### src/rtl/mmio_bridge.sv
// CPU external memory port bridge: RAM/I-O address decode, I/O register page,
// prescaled timer with wrap status, and 1-cycle read data merge.
module mmio_bridge #(
  parameter logic [9:0]  IO_BASE  = 10'h3F0,
  parameter int unsigned PRESCALE = 50000,
  parameter int unsigned SW_WIDTH = 10
) (
  input  logic                clk,
  input  logic                reset,
  input  logic                cpu_write_en,
  input  logic [9:0]          cpu_addr,
  input  logic [15:0]         cpu_data_in,
  output logic [15:0]         cpu_data_out,
  output logic                ram_we,
  output logic [9:0]          ram_addr,
  output logic [15:0]         ram_wdata,
  input  logic [15:0]         ram_rdata,
  input  logic [SW_WIDTH-1:0] switches,
  output logic [SW_WIDTH-1:0] leds,
  output logic [15:0]         hex_value,
  output logic                timer_irq
);

  localparam int unsigned DATA_W = 16;
  localparam int unsigned PCNT_W = (PRESCALE > 1) ? $clog2(PRESCALE) : 1;
  localparam logic [PCNT_W-1:0] PCNT_MAX = PCNT_W'(PRESCALE - 1);

  localparam logic [3:0] OFF_LED    = 4'd0;
  localparam logic [3:0] OFF_SW     = 4'd1;
  localparam logic [3:0] OFF_HEX    = 4'd2;
  localparam logic [3:0] OFF_TCOUNT = 4'd3;
  localparam logic [3:0] OFF_TCTRL  = 4'd4;
  localparam logic [3:0] OFF_STATUS = 4'd5;

  typedef enum logic {
    T_IDLE = 1'b0,
    T_RUN  = 1'b1
  } tstate_e;

  tstate_e             state_q, state_d;
  logic [PCNT_W-1:0]   pcnt_q, pcnt_d;
  logic [DATA_W-1:0]   tcount_q, tcount_d;
  logic                wrap_q, wrap_d;
  logic [DATA_W-1:0]   led_q, hex_q;
  logic [SW_WIDTH-1:0] sw_s1_q, sw_s2_q;
  logic                io_sel_q;
  logic [DATA_W-1:0]   io_rdata_q;

  logic                io_sel_c;
  logic                io_wr_c;
  logic [3:0]          off_c;
  logic                tctrl_wr_c;
  logic                clear_c;
  logic                tick_c;
  logic [DATA_W-1:0]   io_rdata_c;

  // Address decode and RAM port pass-through
  always_comb begin
    io_sel_c   = (cpu_addr[9:4] == IO_BASE[9:4]);
    off_c      = cpu_addr[3:0];
    io_wr_c    = cpu_write_en & io_sel_c;
    tctrl_wr_c = io_wr_c & (off_c == OFF_TCTRL);
    clear_c    = tctrl_wr_c & cpu_data_in[1];
    ram_we     = cpu_write_en & ~io_sel_c;
    ram_addr   = cpu_addr;
    ram_wdata  = cpu_data_in;
  end

  // Timer state register (IDLE/RUN tracks the stored enable bit)
  always_ff @(posedge clk or negedge reset) begin
    if (!reset) state_q <= T_IDLE;
    else        state_q <= state_d;
  end

  // Timer next state, prescaler, count and wrap status; clear beats tick, set beats W1C
  always_comb begin
    state_d  = state_q;
    pcnt_d   = pcnt_q;
    tcount_d = tcount_q;
    wrap_d   = wrap_q;
    tick_c   = 1'b0;

    if (tctrl_wr_c) state_d = cpu_data_in[0] ? T_RUN : T_IDLE;

    if (state_q == T_RUN) begin
      if (pcnt_q == PCNT_MAX) begin
        tick_c = 1'b1;
        pcnt_d = '0;
      end else begin
        pcnt_d = pcnt_q + PCNT_W'(1);
      end
    end

    if (tick_c) tcount_d = tcount_q + DATA_W'(1);

    if (clear_c) begin
      pcnt_d   = '0;
      tcount_d = '0;
    end

    if (io_wr_c && (off_c == OFF_STATUS) && cpu_data_in[0]) wrap_d = 1'b0;
    if (tick_c && !clear_c && (tcount_q == 16'hFFFF))      wrap_d = 1'b1;
  end

  // Timer datapath registers
  always_ff @(posedge clk or negedge reset) begin
    if (!reset) begin
      pcnt_q   <= '0;
      tcount_q <= '0;
      wrap_q   <= 1'b0;
    end else begin
      pcnt_q   <= pcnt_d;
      tcount_q <= tcount_d;
      wrap_q   <= wrap_d;
    end
  end

  // LED/HEX writable registers and switch synchroniser
  always_ff @(posedge clk or negedge reset) begin
    if (!reset) begin
      led_q   <= '0;
      hex_q   <= '0;
      sw_s1_q <= '0;
      sw_s2_q <= '0;
    end else begin
      if (io_wr_c && (off_c == OFF_LED)) led_q <= cpu_data_in;
      if (io_wr_c && (off_c == OFF_HEX)) hex_q <= cpu_data_in;
      sw_s1_q <= switches;
      sw_s2_q <= sw_s1_q;
    end
  end

  // I/O page read mux
  always_comb begin
    io_rdata_c = '0;
    case (off_c)
      OFF_LED:    io_rdata_c = led_q;
      OFF_SW:     io_rdata_c = DATA_W'(sw_s2_q);
      OFF_HEX:    io_rdata_c = hex_q;
      OFF_TCOUNT: io_rdata_c = tcount_q;
      OFF_TCTRL:  io_rdata_c = DATA_W'(state_q == T_RUN);
      OFF_STATUS: io_rdata_c = DATA_W'(wrap_q);
      default:    io_rdata_c = '0;
    endcase
  end

  // Register I/O read data to match the RAM's 1-cycle read latency
  always_ff @(posedge clk or negedge reset) begin
    if (!reset) begin
      io_sel_q   <= 1'b0;
      io_rdata_q <= '0;
    end else begin
      io_sel_q   <= io_sel_c;
      io_rdata_q <= io_rdata_c;
    end
  end

  // Read data merge and board outputs
  always_comb begin
    cpu_data_out = io_sel_q ? io_rdata_q : ram_rdata;
    leds         = led_q[SW_WIDTH-1:0];
    hex_value    = hex_q;
    timer_irq    = wrap_q;
  end

endmodule
### config.mk
export PLATFORM = sky130hd
export DESIGN_NAME = mmio_bridge
export DESIGN_NICKNAME = d
export VERILOG_FILES = /design/src/rtl/mmio_bridge.sv
export SDC_FILE = /design/constraint.sdc
export NUM_CORES = 1
export LEC_CHECK = 0
export ABC_AREA = 1
export ABC_CLOCK_PERIOD_IN_PS = 3920
export CAP_MARGIN = 10
export CORE_MARGIN = 2
export CORE_UTILIZATION = 54
export DETAILED_ROUTE_END_ITERATION = 12
export GPL_TIMING_DRIVEN = 1
export HOLD_SLACK_MARGIN = 0.02
export PLACE_DENSITY = 0.86
export RECOVER_POWER = 25
export SLEW_MARGIN = 5
export SYNTH_ARGS = -nofsm -noshare
export SYNTH_HDL_FRONTEND = slang
export SYNTH_SLANG_ARGS = --single-unit
### constraint.sdc
create_clock -name clk -period 3.92 [get_ports clk]
set_input_delay 0.588 -clock clk [delete_from_list [all_inputs] [get_ports clk]]
set_output_delay 0.588 -clock clk [all_outputs]
set_load 0.02 [all_outputs]
# == Yosys cells after proc, flatten, opt, wreduce, memory -nomap -nowiden ==
# Index checks and enable logic that the tools add are counted.
# classes
n_eq_ne,8
n_reduce_logical,11
n_addsub,2
bitwise,5
mux,12
# ops
operator,n
two-way mux 16 bit,6
case mux 16 bit (6 select lines),1
adder 16 x 1 -> 16 bit (second input constant),2
== test 16 bit (second input constant),2
== test 4 x 2 -> 1 bit (second input constant),2
== test 4 x 3 -> 1 bit (second input constant),2
== test 6 bit (second input constant),1
logical AND 1 bit,6
nonzero test 2 bit,3
two-way mux 1 bit,5
bitwise AND 1 bit,4
== test 4 x 1 -> 1 bit (second input constant),1
zero test 4 bit,1
zero test 1 bit,1
inverter 1 bit,1
# word_totals
elab_cells,48
regBits,103
in_bits,55
out_inout_bits,70

# == Longest topological paths before layout ==
# Gate-level depths: netlist of run 1.
# logic_depth
word_depth,8
ltp_mapped,9
depth_no_buf,9

# == Worst setup path after synthesis of run 1 ==
# No wires, ideal clock.
# synth_path
path_type,register to output
start,register io_sel_q
end,output port cpu_data_out[10]
arrival_ns,1.200
setup_slack_ns,2.132
path_stages_with_launch,4
path_buffers,2
t_required_ns,3.332
path_cell_list,dfrtp_1 clkbuf_1 buf_2 mux2_2
# synth_between
elab_chain_len,1
# synth_rtl
item,line_no,text
start: declaration,46,logic io_sel_q;
start signal: assignment,153,io_sel_q <= io_sel_c;
two-way mux 16 bit,160,cpu_data_out = io_sel_q ? io_rdata_q : ram_rdata;
end: declaration,13,"output logic [15:0] cpu_data_out,"
# No other way between the ends.

# == Final worst setup path of run 1 ==
# layout_path
start,register io_sel_q
end,output port cpu_data_out[15]
# The elaborated chain is that of the path after synthesis.

==> results, run 1 <==
- The number of cell rows is 35.
- The worst-case setup margin in the final layout is 1.18 ns.
- The post-layout minimum cycle time is 2.74 ns.
- Synthesis produced a netlist whose cell count is 614.
- In this run the horizontal extent of the chip is 102 um.
- The synthesized flop and latch total is 103.
- The longest clock path from root to sink contains 2 buffers.
- The cell area power density is 350 nW/um2.
- The worst setup path is of the reg -> out kind.
- After detailed placement, the design holds a cell count of 814.
- STA classifies the critical path startpoint as a flip-flop.
- The clock tree from TritonCTS is built.
- In this run the tightest slew margin relative to its limit is 9.88%.
- In this run, the number of DRC markers left after iteration 0 of detailed routing was 430.
- The insertion delay to the later sink of the worst-skew pair is 0.38 ns.
- The first detailed-routing pass took 6 iterations.
- During I/O placement, the number of pins put on the boundary was 125.
- After routing, the total negative slack on setup checks comes to 0 ns.
- The wire length of the first global-routing pass is 21.2 mm.
- Counting the buffers created by CTS gives 9.
- Dividing the final minimum period by the clock period gives 69.9%.
- In the final layout, the multi-input gates occupy 2040 um2.
- The share of the yosys chip area belonging to registers is 49.2%.
- The netlist area before placement is 5240 um2.
- The clock drives 103 sinks.
- The number of remaining DRC errors is 0.
- 0 antenna diodes ended up in the layout.
- The number of max-cap violations is 0.
- Setup violations remaining at the end of the flow were counted as 0.
- The share of final-layout standard cells stronger than drive strength 1 is 7.14%.
- The number of antenna violations at the first check in global routing came to 0.
- The proportion of synthesized flip-flops having asynchronous set or reset is 100%.
- In the final layout, flip-flops and latches occupy 2580 um2.
- The via density per instance is 5.62.
- The root buffer cell chosen for the clock tree is clkbuf_8.
- The number of max-slew violations in the final report came to 0.
- Counting the fill cells in the layout gives 732.
- The number of nets in the layout is 753.
- The estimated wirelength of the detail-placed design is 9.88 mm.
- At the end of routability-driven placement, the weighted congestion stood at 0.890.
- Measured along the y axis, the die boundary spans 102 um.
- After global routing the overflow that remains totals 0.
- The number of buffers added to fix hold violations after cts is 0.
- The routed length per instance is 16.3 um.
- The overall fraction of global-route tracks in use is 26.4%.
- The worst setup path is captured at a primary output.
- The worst-case IR drop observed on VDD is 0.284 mV.
- The area growth from synthesis to layout is 23.3%.
- Static timing analysis puts the maximum clock frequency at 365 MHz.
- In this run the number of H-tree levels came out at 3.
- In this run the biggest area consumer among cell types represents 49.2% of the synthesized area.
- The die covers 10,500 um2.
- Total power for the finished layout comes to 2.26 mW.
- The initial utilization of the core area, before any placement, comes to 56.2%.
- The number of flops mapped to enable cells by yosys is 0.
- The pin slew with the least headroom to its limit is 1.35 ns.
- The run finished with clean final reports.
- Between clock sinks in the finished design, the worst skew comes to 0.0104 ns.
- Of all nets on the critical path, the largest fanout is 16.
- The worst hold path class is reg -> reg.
- The post-detailed-routing wire length is 13.6 mm.
- The average instance in the mapped netlist occupies 8.53 um2.
- dfrtp_1 takes more of the synthesized area than any other cell.
- Data arrives at the worst endpoint at 2.15 ns.
- The count of final hold-check violations is 0.
- Among all flip-flop cells after synthesis, the most frequent one is dfrtp_1.
- The count of synthesis-stage warnings from yosys is 0.
- The synthesized netlist contains 31 unique library cells.
- After the flow finishes, the layout carries non-filler instances totaling 829.
- The synthesized netlist net count is 671.
- The clock transition time at the flip-flop clock pins of the worst setup and hold paths is 0.11 ns.
- Setup repair after global routing left no endpoint under its margin.
- The core box area is 9330 um2.
- Once the clock tree was built, the resizer swapped 0 gates to a different size.
- During placement, the flow inserted port buffers numbering 124.
- The leakage dissipation is 2.89 nW.
- Post-CTS timing repair inserted 0 buffers for setup.
- The worst slack after detailed placement is 1.06 ns.
- The number of global-route vias before repair is 4,322.
- Entering global routing, the biggest net connects 56 pins.
- By area the synthesized netlist is led by dfrtp_1 49%, nand2_1 8.7%, o21ai_0 5.8%, nand3_1 5.6%, buf_4 5.4%.
- Detailed routing inserted a total of 4,655 vias.
- The endpoint required time on the critical path is 3.33 ns.
- Once detail routing completed, the nets flagged for antenna violations numbered 0.
metal layers:
metal	vias up	share of wire, %	track usage, %
li1	2150	-	-
met1	2241	40	34.8
met2	235	50	44.1
met3	29	8.0	4.88
met4	0	2.4	9.03
met5	-	0	0
critical path, stage by stage (launching register included):
cell and delay, ns:
dfrtp_1 0.80, mux2_2 0.42, clkdlybuf4s50_1 0.55
final timing paths:
kind | to | slack [ns] | startpoint | cells past startpoint
setup / recovery | cpu_data_out[15] | 1.18 | io_sel_q$_DFF_PN0_ | 2
hold / removal | sw_s2_q[2]$_DFF_PN0_ | 0.36 | sw_s1_q[2]$_DFF_PN0_ | 0
setup reg to reg | tcount_q[15]$_DFFE_PN0P_ | 2.01 | pcnt_q[0]$_DFFE_PN0P_ | 7
hold reg to reg | sw_s2_q[2]$_DFF_PN0_ | 0.36 | sw_s1_q[2]$_DFF_PN0_ | 0
max in group asynchronous | led_q[10]$_DFFE_PN0P_ | 1.62 | reset | 2
min in group asynchronous | io_rdata_q[9]$_DFF_PN0_ | 0.46 | reset | 1
final cells by class:
cell class	instances	share of cell area, %
Clock buffer	9	1.92
Timing Repair Buffer	128	19.5
Multi-Input combinational cell	391	31.7
Clock inverter	6	0.814
Inverter	63	3.68
Sequential cell	103	39.9
Tap cell	129	2.50
layout by cell type (no fill, tap or decap), types with 12 or more instances in the layout:
cell type | synthesis | routed
dfrtp_1 | 103 | 103
nor2_1 | 38 | 38
mux2_2 | 16 | 16
nand2_1 | 122 | 122
o21ai_1 | 12 | 12
o21ai_0 | 61 | 61
xor2_1 | 12 | 12
nand3_1 | 59 | 59
a21oi_1 | 12 | 12
nand4_1 | 22 | 22
inv_1 | 62 | 62
clkdlybuf4s50_1 | 0 | 112
cells by family after synthesis:
kind of cell | count (synthesis) | synth area share, %
xor+xnor | 12 | 2.01
simple gates | 269 | 23.8
mux | 16 | 3.44
buf+inv | 120 | 11.8
compound gates | 92 | 9.29
flops | 103 | 49.2
fa+ha+maj | 2 | 0.478
sequential cells by signal (all words and copies together), names as in the netlist:
name	count
hex_value	16
io_rdata_q	16
io_sel_q	1
led_q	16
pcnt_q	16
state_q	1
sw_s1_q	10
sw_s2_q	10
tcount_q	16
timer_irq	1
metrics by stage:
stage          util (%)  instance area (um2)  hold WS, ns
2_1_floorplan         -                 5240        0.292
3_3_place_gp       67.4                 6290        0.332
3_5_place_dp       67.4                 6290        0.335
4_1_cts            69.3                 6470       0.0997
5_1_grt            69.2                 6460        0.367
6_report           69.2                 6460        0.358
cells in the mapped netlist (3+ instances only):
cell / count
o21ai_1: 12
buf_2: 12
nand4_1: 22
o221ai_1: 6
dfrtp_1: 103
o21ai_0: 61
nor2_1: 38
nand3_2: 3
nand2_1: 122
mux2_2: 16
buf_4: 38
clkbuf_1: 6
nand3_1: 59
a21oi_1: 12
nor2_2: 5
xor2_1: 12
inv_1: 62
nor3_1: 10
power by group:
group	switching (mW)	leakage [nW]	total [mW]	internal [mW]
clock	0.398	0.0842	0.635	0.238
combinational	0.240	1.58	0.430	0.189
sequential	0.0672	1.23	1.20	1.13
total	0.705	2.89	2.26	1.56
No activity file was read; power rests on OpenSTA's default activity.
==> run 2: changes to the inputs <==
ABC_CLOCK_PERIOD_IN_PS = 2800   (was 3920)
CORE_UTILIZATION = 50   (was 54)
PLACE_DENSITY = 0.8   (was 0.86)
clock period = 2.8 ns   (was 3.92 ns; I/O delays follow)
==> results, run 2 (synthesis results as in run 1) <==
- For the worst flop-to-flop path, the logic depth is 6.
- The worst-case setup margin in the final layout is 0.477 ns.
- In this run the tightest slew margin relative to its limit is 16.3%.
- Leaving out fill and tap cells, the most frequent cell in the layout is nand2_1.
- The type of origin of the critical path is a flip-flop.
- The overall fraction of global-route tracks in use is 25.0%.
- The placed cell count is 824.
- The number of max-cap violations is 0.
- After layout, the design draws a total of 3.19 mW.
- The largest vdd supply drop is 0.259 mV.
- STA puts the critical path data arrival time at 1.90 ns.
- The cell chosen for the clock root is clkbuf_8.
- The final-report setup violation count is 0.
- At the end of routability-driven placement, the weighted congestion stood at 0.961.
- The insertion delay to the later sink of the worst-skew pair is 0.38 ns.
- The total number of H-tree levels is 3.
- The count of cells in the finished layout, fillers not included, comes to 840.
- The number of antenna-violating nets in the routed design is 0.
- Entering global routing, the biggest net connects 57 pins.
- The slowest stage of the critical path is the clkdlybuf4s50_1 cell.
- The repair_antennas step left the layout with diodes totalling 0.
- The worst clock skew is 0.0162 ns.
- Clock tree synthesis found a total of 103 sinks.
- The count of buffers added on input and output ports is 124.
- The post-detailed-routing wire length is 13.9 mm.
- For this run, the detailed router's first-pass iteration total came to 4.
- The number of max-slew violations in the final report is 0.
- The timing-limited maximum frequency is 430 MHz.
- The critical path is of the reg -> out type.
- The worst setup path is captured at a primary output.
- The pin slew with the least headroom to its limit is 1.26 ns.
- The wire length of the first global-routing pass is 22.1 mm.
- Setup repair after global routing left no endpoint under its margin.
- The starting DRC count in detailed routing is 334.
- The final route contains 4,595 vias.
- TritonCTS built the clock tree.
- The routed length per instance is 16.5 um.
- The region available for standard cell placement spans 10,200 um2.
- The maximum cell stage delay along the critical path is 0.54 ns.
- The number of buffers added to fix hold violations after cts is 0.
- In this run the deepest clock path goes through 2 buffers.
- The synthesis-to-finish area growth is 24.5%.
- The initial utilization of the core area, before any placement, comes to 51.2%.
- Summing all non-filler instances in the final layout gives an area of 6520 um2.
- The count of final hold-check violations came to 0.
- The estimated wirelength of the detail-placed design is 10.2 mm.
- The min-delay analysis places its worst path in the category in -> async.
- OpenSTA, run right after detailed placement, puts the worst setup slack at 0.395 ns.
- The critical path goes through buf_4 -> mux2_2 -> clkdlybuf4s50_1.
- The number of cell rows is 37.
- The die boundary width is 106 um.
- For this design the ratio of total power to cell area is 490 nW/um2.
- The floorplan step defined a die boundary enclosing 11,300 um2.
- The utilization after layout is 63.7%.
- The final critical path takes up 83.0% of the cycle.
- The die outline height is 106 um.
- Of all nets on the critical path, the largest fanout is 16.
- The total CTS buffers is 9.
- The tightest hold path in the finished design has a slack of 0.282 ns.
- Leaving out fill and tap cells, the most frequent cells in the layout are 122 x nand2_1, 113 x clkdlybuf4s50_1, 103 x dfrtp_1, 62 x inv_1, 61 x o21ai_0.
- The post-route netlist has 7.95% of its cells at a drive strength greater than 1.
- The post-CTS setup buffer count is 0.
- The smallest clock period supported by the final layout is computed as 2.32 ns.
- The leakage dissipation is 2.92 nW.
- STA puts the critical path data required time at 2.38 ns.
- After global routing the overflow that remains totals 0.
- Post-CTS repair changed the size of 0 cells.
- The total negative setup slack is 0 ns.
- For this run, design rule violations remaining after detail routing come to 0.
- The clock transition time at the flip-flop clock pins of the worst setup and hold paths is 0.10 ns.
- During I/O placement, the number of pins put on the boundary was 125.
- The run finished with clean final reports.
- The via density per instance is 5.47.
- The number of nets in the layout is 756.
- After detailed placement, the total cell area comes to 6330 um2.
- The number of antenna violations at the first check in global routing is 0.
- The number of global-route vias before repair is 4,402.
run 2: report_power, final:
group,internal (mW),leakage (nW),switching [mW]
registers,1.58,1.23,0.0986
clock network,0.342,0.0909,0.566
logic,0.269,1.60,0.338
run 2: final cells by class:
class,count,area (um2)
repair buffers,131,1300
clock buffers,9,124
clock inverters,7,65.1
flip-flops and latches,103,2580
multi-input cells,391,2040
inverters,63,238
fillers,871,3710
well taps,136,170
run 2: path summary, 6_finish.rpt:
| check | from | to | slack (ns) |
|---|---|---|---|
| worst max-delay path | io_sel_q$_DFF_PN0_ | cpu_data_out[0] | 0.48 |
| worst min-delay path | reset | tcount_q[13]$_DFFE_PN0P_ | 0.28 |
| worst max register to register | pcnt_q[0]$_DFFE_PN0P_ | tcount_q[3]$_DFFE_PN0P_ | 0.85 |
| worst min register to register | sw_s1_q[3]$_DFF_PN0_ | sw_s2_q[3]$_DFF_PN0_ | 0.35 |
| max in group asynchronous | reset | io_rdata_q[2]$_DFF_PN0_ | 1.62 |
| min in group clk | sw_s1_q[3]$_DFF_PN0_ | sw_s2_q[3]$_DFF_PN0_ | 0.35 |
run 2: critical path, delay by kind of cell, from the launching register on:
| kind | cells | cell delay [ns] |
|---|---|---|
| DFF | 1 | 0.34 |
| buffers and inverters | 2 | 0.79 |
| muxes | 1 | 0.40 |
run 2: per-layer routing:
metal	vias to the layer above	GRT usage, %	wire, um
met1	2211	33.9	5980
met2	208	42.0	6790
met4	0	7.05	151
li1	2163	-	-
met3	13	3.74	980
met5	-	0	0
==> run 3: changes to the inputs <==
ABC_CLOCK_PERIOD_IN_PS = 1900   (was 2800)
CORE_UTILIZATION = 45   (was 50)
PLACE_DENSITY = 0.76   (was 0.8)
clock period = 1.9 ns   (was 2.8 ns; I/O delays follow)
==> results, run 3 (synthesis results as in run 1) <==
- The final design area excluding fillers is 6910 um2.
- Among all stages on the critical path, the largest delay is contributed by dfrtp_1.
- Row generation in the floorplan step produced 39 rows.
- Once placement completed, the tool counted placed cells totaling 850.
- The category of the worst setup path capture point is a primary output.
- The worst clock skew is 0.00853 ns.
- The insertion delay to the later sink of the worst-skew pair is 0.35 ns.
- The number of ports placed on the die boundary is 125.
- Along the worst hold path, the cell count comes to 0.
- The worst hold path class is reg -> reg.
- In this run, the clock network consumes 39.6% of the power.
- For this run, global-route usage on met2 was measured as 36.0%.
- The met1 demand-to-capacity share in global routing is 29.4%.
- IR analysis of the VDD net gives a maximum drop of 0.519 mV.
- For this block, the via count after detailed routing is 4,599.
- The synthesis-to-finish area growth is 31.9%.
- The clock tree buffer depth is 2.
- The startpoint identified for the worst register-to-register timing path is pcnt_q[0]$_DFFE_PN0P_.
- The count of antenna diodes in the layout is 0.
- The worst register-to-register path ends at pcnt_q[12]$_DFFE_PN0P_.
- The worst hold path begins at sw_s1_q[1]$_DFF_PN0_.
- The run finished with clean final reports.
- After clock tree synthesis, the clock-pin slew on the worst setup and hold paths is 0.08 ns.
- Of the total power, the share spent switching nets is 27.0%.
- Dividing the detail-routed via count by the number of cells gives 5.30.
- The library cell used most frequently in the layout, excluding fill and tap cells, is nand2_1.
- For the worst setup path, the data arrival time is 1.54 ns.
- The number of global-route vias before repair was 4,391.
- The worst-case setup margin in the final layout is 0.0748 ns.
- The worst slack after detailed placement is -0.118 ns.
- The overall fraction of global-route tracks in use is 22.2%.
- The clock tree from TritonCTS is built.
- The register-to-register path setup slack is 0.14 ns.
- The post-detailed-routing wire length is 13.6 mm.
- The leakage dissipation is 3.15 nW.
- Setup repair after global routing left no endpoint under its margin.
- The starting DRC count in detailed routing is 331.
- The cell sitting at the root of the clock tree is a clkbuf_16.
- The pin slew with the least headroom to its limit is 1.06 ns.
- The estimated wirelength of the detail-placed design is 10.2 mm.
- Setup violations remaining at the end of the flow were counted as 0.
- The critical path is of the reg -> out type.
- The maximum number of pins on one net before global-route repair is 42.
- The wire length of the first global-routing pass is 22.3 mm.
- Once layout is complete, the cells apart from fillers number 867.
- The floorplan step defined a core boundary enclosing 11,400 um2.
- The internal portion of the total power is 4.08 mW.
- In this run the tool buffered the top-level ports with 124 buffer cells.
- The number of sinks handled by clock tree synthesis is 103.
- Summed over all nets, the switching power comes to 1.51 mW.
- The global routing usage on met3 is 4.79%.
- Of the total power, registers draw 44.3%.
- The post-layout minimum cycle time is 1.83 ns.
- The cell area power density is 809 nW/um2.
- The total number of H-tree levels is 3.
- The die covers 12,500 um2.
- met2 is the most crowded layer.
- The number of iterations in the first detailed-routing pass is 5.
- STA puts the critical path data required time at 1.62 ns.
- The critical path goes through buf_12 -> mux2_2 -> dlygate4sd2_1.
- The relative slew slack is 29.6%.
- Along the worst path, the maximum fanout reaches 16.
- The filler cell count in the final layout is 960.
- The count of final hold-check violations came to 0.
- The combinational power share is 16.1%.
- For the worst flop-to-flop path, the logic depth is 8.
- After global routing the overflow that remains totals 0.
- In the layout the commonest cells are 122 x nand2_1, 103 x dfrtp_1, 96 x clkdlybuf4s50_1, 62 x inv_1, 61 x o21ai_0.
- For this run, the top clock speed supported by timing is 548 MHz.
- Routability-driven placement finished with a final weighted congestion of 0.946.
- Cells with a size suffix above 1 make up 10.5% of the layout.
- For this configuration, the core starts out at a cell density of 46.1%.
- The number of antenna violations at the first check in global routing is 0.
- In this run the post-CTS setup repair buffer count came out at 0.
- The die boundary width is 112 um.
- The maximum cell stage delay along the critical path is 0.37 ns.
- The number of max-slew violations in the final report is 0.
- After layout, the worst path uses 96.1% of the clock period.
- In this run, CTS created clock tree buffers numbering 9.
- The number of antenna-violating nets in the routed design is 0.
- The worst hold path endpoint is sw_s2_q[1]$_DFF_PN0_.
- In the final routed layout, each cell accounts on average for 15.7 um.
- The net count of the finished layout is 776.
- The type of origin of the critical path is a flip-flop.
- The number of max-cap violations is 0.
- Summing all placed instances gives a cell area of 6550 um2.
- From bottom edge to top edge, the die measures 112 um.
- The number of remaining DRC errors is 0.
[run 3: area by class of cell]
type,instances,area (um2),area share [%]
inverters,63,241,3.49
flip-flops and latches,103,2580,37.3
repair buffers,151,1500,21.6
well taps,143,179,2.59
multi-input cells,391,2050,29.7
clock buffers,10,239,3.46
clock inverters,6,124,1.79
[run 3: what timing repair did]
action                                 in CTS  in global routing
hold buffers                                1                  0
endpoints found under the hold margin      39                  0
setup endpoints to repair                  17                  7
resized for setup                          18                  4
[run 3: worst max-delay path by stage]
stage | endpoint | slack [ns] | start | cells past startpoint
2_1_floorplan | cpu_data_out[10] | 0.42 | io_sel_q$_DFF_PN0_ | 3
3_3_place_gp | ram_we | -0.09 | cpu_addr[5] | 5
3_5_place_dp | ram_we | -0.12 | cpu_addr[5] | 5
4_1_cts | cpu_data_out[7] | 0.06 | io_sel_q$_DFF_PN0_ | 3
5_1_grt | pcnt_q[12]$_DFFE_PN0P_ | 0.008 | pcnt_q[0]$_DFFE_PN0P_ | 8
6_report | cpu_data_out[6] | 0.07 | io_sel_q$_DFF_PN0_ | 3
[run 3: critical path: cells and delay by family (launching register included)]
family                 cells  cell delay, ns
DFF                        1            0.37
buffers and inverters      2            0.47
muxes                      1            0.34
[run 3: power by group through the flow]
stage	logic [mW]	registers (mW)	clock network (mW)
finish	0.902	2.48	2.21
floorplan	0.541	2.48	0
detailed placement	0.914	2.51	0
CTS	0.914	2.47	2.24
global route	1.00	2.50	2.33
global placement	0.875	2.51	0
[run 3: per-layer routing]
metal / up-vias / share of wire, %
met4: 0 / 2.9
met1: 2177 / 41
met2: 193 / 48
met5: - / 0
li1: 2202 / -
met3: 27 / 7.2
[run 3: metrics by stage]
stage | hold WS (ns) | util (%) | TNS (ns) | power (mW)
2_1_floorplan | -0.0106 | - | 0 | 3.02
3_3_place_gp | 0.292 | 57.6 | -0.0925 | 3.38
3_5_place_dp | 0.299 | 57.6 | -0.158 | 3.43
4_1_cts | 0.351 | 60.7 | 0 | 5.62
5_1_grt | 0.352 | 60.8 | 0 | 5.83
6_report | 0.349 | 60.8 | 0 | 5.59
